[src/rtl/spu_dual_pipe_reg.sv]
// spu_dual_pipe_reg
// Dual-issue inter-stage pipeline register for the SPU. It carries the
// writeback information for each issue lane through DEPTH clocked stages.
// Lane 0 is the even pipe and lane 1 is the odd pipe. The memory address
// belongs to the last lane and is carried once per stage.
//
// Ports:
//   clk, rst          clock; synchronous active-high reset
//   stall_in          hold every stage unchanged
//   bubble_in         stage 0 loads a NOP; later stages still advance
//   flush_in          turn every stage into a NOP (overrides stall/bubble)
//   in_*              stage-0 inputs; lane i is in field [i*W +: W]
//   out_*             contents of the last stage (DEPTH-1)
//   fwd_*             per-stage/per-lane taps; tap index is k*LANES+i
//   busy              OR of every stage/lane write-enable
module spu_dual_pipe_reg #(
  parameter int LANES   = 2,
  parameter int DATA_W  = 128,
  parameter int RADDR_W = 7,
  parameter int UID_W   = 3,
  parameter int MADDR_W = 32,
  parameter int DEPTH   = 1
) (
  input  logic                             clk,
  input  logic                             rst,
  input  logic                             stall_in,
  input  logic                             bubble_in,
  input  logic                             flush_in,
  input  logic [LANES*RADDR_W-1:0]         in_rtaddr,
  input  logic [LANES-1:0]                 in_wreg,
  input  logic [LANES*DATA_W-1:0]          in_rt,
  input  logic [LANES*UID_W-1:0]           in_uid,
  input  logic [MADDR_W-1:0]               in_maddr,
  output logic [LANES*RADDR_W-1:0]         out_rtaddr,
  output logic [LANES-1:0]                 out_wreg,
  output logic [LANES*DATA_W-1:0]          out_rt,
  output logic [LANES*UID_W-1:0]           out_uid,
  output logic [MADDR_W-1:0]               out_maddr,
  output logic [DEPTH*LANES-1:0]           fwd_wreg,
  output logic [DEPTH*LANES*RADDR_W-1:0]   fwd_rtaddr,
  output logic [DEPTH*LANES*DATA_W-1:0]    fwd_rt,
  output logic                             busy
);

  // Reject unsupported depths when the design is elaborated.
  if (DEPTH < 1 || DEPTH > 8) begin : g_badDepth
    $fatal(1, "spu_dual_pipe_reg: DEPTH must be in 1..8");
  end

  logic [LANES*RADDR_W-1:0] r_rtaddr [DEPTH];
  logic [LANES-1:0]         r_wreg   [DEPTH];
  logic [LANES*DATA_W-1:0]  r_rt     [DEPTH];
  logic [LANES*UID_W-1:0]   r_uid    [DEPTH];
  logic [MADDR_W-1:0]       r_maddr  [DEPTH];

  // Stage storage. Reset and flush both clear every field, so they share a
  // branch; stall freezes everything (bubble included); otherwise the chain
  // shifts by one and stage 0 takes either the inputs or a NOP.
  always_ff @(posedge clk) begin
    if (rst || flush_in) begin
      for (int k = 0; k < DEPTH; k++) begin
        r_rtaddr[k] <= '0;
        r_wreg[k]   <= '0;
        r_rt[k]     <= '0;
        r_uid[k]    <= '0;
        r_maddr[k]  <= '0;
      end
    end else if (!stall_in) begin
      if (bubble_in) begin
        r_rtaddr[0] <= '0;
        r_wreg[0]   <= '0;
        r_rt[0]     <= '0;
        r_uid[0]    <= '0;
        r_maddr[0]  <= '0;
      end else begin
        r_rtaddr[0] <= in_rtaddr;
        r_wreg[0]   <= in_wreg;
        r_rt[0]     <= in_rt;
        r_uid[0]    <= in_uid;
        r_maddr[0]  <= in_maddr;
      end
      for (int k = 1; k < DEPTH; k++) begin
        r_rtaddr[k] <= r_rtaddr[k-1];
        r_wreg[k]   <= r_wreg[k-1];
        r_rt[k]     <= r_rt[k-1];
        r_uid[k]    <= r_uid[k-1];
        r_maddr[k]  <= r_maddr[k-1];
      end
    end
  end

  // Lane packing inside a stage already matches the tap packing, so each
  // stage's buses drop into consecutive LANES-wide slots of the tap buses.
  for (genvar k = 0; k < DEPTH; k++) begin : g_taps
    assign fwd_wreg[k*LANES +: LANES]                   = r_wreg[k];
    assign fwd_rtaddr[k*LANES*RADDR_W +: LANES*RADDR_W] = r_rtaddr[k];
    assign fwd_rt[k*LANES*DATA_W +: LANES*DATA_W]       = r_rt[k];
  end

  assign out_rtaddr = r_rtaddr[DEPTH-1];
  assign out_wreg   = r_wreg[DEPTH-1];
  assign out_rt     = r_rt[DEPTH-1];
  assign out_uid    = r_uid[DEPTH-1];
  assign out_maddr  = r_maddr[DEPTH-1];

  // Derived only from stored write-enables, so it follows the registers.
  assign busy = |fwd_wreg;

endmodule

[config.mk]
export PLATFORM = sky130hd
export DESIGN_NAME = spu_dual_pipe_reg
export DESIGN_NICKNAME = d
export VERILOG_FILES = /design/src/rtl/spu_dual_pipe_reg.sv
export SDC_FILE = /design/constraint.sdc
export NUM_CORES = 1
export LEC_CHECK = 0
export BUFFER_PORTS_ARGS = -buffer_cell sky130_fd_sc_hd__buf_2
export CELL_PAD_IN_SITES_DETAIL_PLACEMENT = 0
export CELL_PAD_IN_SITES_GLOBAL_PLACEMENT = 1
export CORE_AREA = 2 2 349 351
export DETAILED_ROUTE_END_ITERATION = 12
export DIE_AREA = 0 0 351 353
export PLACE_DENSITY_LB_ADDON = 0.1
export SLEW_MARGIN = 10
export SYNTH_ARGS = -nofsm -noshare
export SYNTH_HDL_FRONTEND = slang
export SYNTH_SLANG_ARGS = --single-unit
[constraint.sdc]
create_clock -name clk -period 8.4 [get_ports clk]
set_clock_uncertainty 0.1 [all_clocks]
set_input_delay 1.26 -clock clk [delete_from_list [all_inputs] [get_ports clk]]
set_output_delay 1.26 -clock clk [all_outputs]
set_load 0.05 [all_outputs]
==> flow_summary.json <==
{
  "die-area_um2": 123900,
  "start_util_pct": 11.43,
  "layout-drive-gt1-share_pct": 73.20,
  "clk_pin_slew_worst_paths_ps": 60,
  "clockBufferDepth": 3,
  "syn-num-nets": 1245,
  "io_pins": 898,
  "start_kind": "input port",
  "antenna_found_initial": 24,
  "cts_tree": "built",
  "cts_resized": 0,
  "synth_seq_cells": 310,
  "num_vias": 9105,
  "cts_hold_buffers": 0,
  "drc": 0,
  "cp.required_ps": 8750,
  "crit_cells": 5,
  "tightest_slew_ps": 1028,
  "setup_viol": 0,
  "grt_pass1_wl_um": 73400,
  "crit_fanout": 78,
  "max_freq_mhz": 324.3,
  "row_count": 128,
  "met1_usage_pct": 8.343,
  "synth_area_um2": 13780,
  "status": "completed",
  "drt_wl_total_um": 55810,
  "max_cap_violations": 0,
  "post_cts_buffers": 0,
  "power_leakage_uw": 0.009571,
  "ant_nets": 0,
  "final_util_pct": 16.16,
  "ys_top_cells_by_area": "edfxtp_1 (68%), buf_4 (15%), and2_2 (12%)",
  "wl_per_cell_um": 17.24,
  "cp_common_cell": "buf_4",
  "htree_levels": 2,
  "area_delta_synth_final_pct": 41.40,
  "worstPathCellList": "buf_2 > nor4_4 > buf_4 > buf_4 > and2_2",
  "layout_common_cells": "buf_2 (897), edfxtp_1 (310), and2_2 (215)",
  "dp.cells": 3154,
  "total_power_uw": 4432,
  "synthCells": 930,
  "grt_max_degree": 142,
  "min_period_over_period_pct": 36.71,
  "cp.arrival_ps": 3430,
  "hold_depth": 2,
  "p_switching_uw": 1474,
  "netlist.area_leader.share_pct": 67.54,
  "cts_root_buffer": "clkbuf_16",
  "synth_top_cell_by_area": "edfxtp_1",
  "synth_area_per_cell_um2": 14.82,
  "powerDensity_nw_per_um2": 227.4,
  "switching_share_pct": 33.27,
  "hold_violations": 0,
  "cts.sinks": 310,
  "nNetsFinal": 1890,
  "max_stage_delay_ps": 600,
  "stdcell_count": 3238,
  "grt_use_total_pct": 8.559,
  "vias_per_cell": 2.812,
  "die_y_um": 353,
  "crit_family": "buffers and inverters",
  "tns_ps": 0,
  "cts_made_buffers": 44,
  "grt_pass1_vias": 9257,
  "crit_buf_inv": 3,
  "rsz0062_at_grt": "false",
  "grt_use_met2_pct": 15.64,
  "power_frac_clock_pct": 39.7,
  "crit_path_top_delay_cell": "buf_4",
  "max-vdd-ir-drop_mv": 0.08583,
  "maxSlewViolCount": 0,
  "final_common_cell": "buf_2",
  "p_seq_share_pct": 41.5,
  "combPwrFrac_pct": 18.8,
  "die_x_um": 351,
  "hold_ws_ps": 847.8,
  "first_pass_iters": 4,
  "grtUsageMet3_pct": 4.230,
  "yosysSeqAreaShare_pct": 67.54,
  "synth.yosys.warnings": 0,
  "gp_congestion": 0.6934,
  "drt-initial-drc-count": 384,
  "slew_headroom_pct": 31.45,
  "gr-total-overflow": 0,
  "hp-class": "input port to flop",
  "fp.coreArea_um2": 120600,
  "criticalPathCategory": "input port to flop",
  "internal_power_uw": 2957,
  "dpl.hpwl_um": 42360,
  "ys_types": 11,
  "end_kind": "flop",
  "period_needed_ps": 3083,
  "top_usage_layer": "met2",
  "io_buffers": 897
}
==> through the flow <==
stage / instance area [µm²] / worst slack (ps)
6_report: 19490 / 5317
5_1_grt: 19480 / 5107
4_1_cts: 19470 / 5207
3_5_place_dp: 18180 / 4555
3_3_place_gp: 18170 / 4031
2_1_floorplan: 13780 / 2766
==> final timing paths <==
kind | start | end
worst max-delay path | flush_in | r_rt[0][118]
worst min-delay path | in_rt[33] | r_rt[0][33]
==> power groups by stage <==
stage	logic, µW	clock network (µW)	registers (µW)
after floorplan	398	0	2150
after CTS	847	1870	1840
final	835	1760	1840
after detailed placement	846	0	1870
after global placement	855	0	1870
after global routing	869	1910	1850
==> registers in the layout, summed over array words and instances, names as in the netlist <==
signal,flops
r_wreg,2
r_maddr,32
r_rt,256
r_uid,6
r_rtaddr,14
==> synth_stat cells <==
library cell  number
edfxtp_1         310
buf_4            272
and2_2           215
and2_1            95
clkbuf_2          30
buf_6              3
clkbuf_1           1
nand2_1            1
nor2_1             1
nor4_4             1
or2_2              1
==> metal layers <==
| metal | wire length, µm | up-vias | share of wire [%] |
|---|---|---|---|
| li1 | - | 4138 | - |
| met1 | 18780 | 4285 | 34 |
| met2 | 29040 | 534 | 52 |
| met3 | 6317 | 112 | 11 |
| met4 | 1444 | 36 | 2.6 |
| met5 | 230 | - | 0.41 |
==> cell families (layout without fill, tap and decap cells) <==
logic type	Yosys count	in the layout	synth area share [%]
simple gates	314	314	16.28
buf+inv	306	984	16.18
flops	310	310	67.54
other cells	0	5	0
==> layout make-up <==
type | instances | area, µm²
clock buffers | 57 | 1171
multi-input cells | 314 | 2260
well taps | 1625 | 2033
diodes | 5 | 12.51
fillers | 13422 | 101100
clock inverters | 22 | 123.9
flip-flops and latches | 310 | 9309
repair buffers | 905 | 4578
No activity file was read; power rests on OpenSTA's default activity.
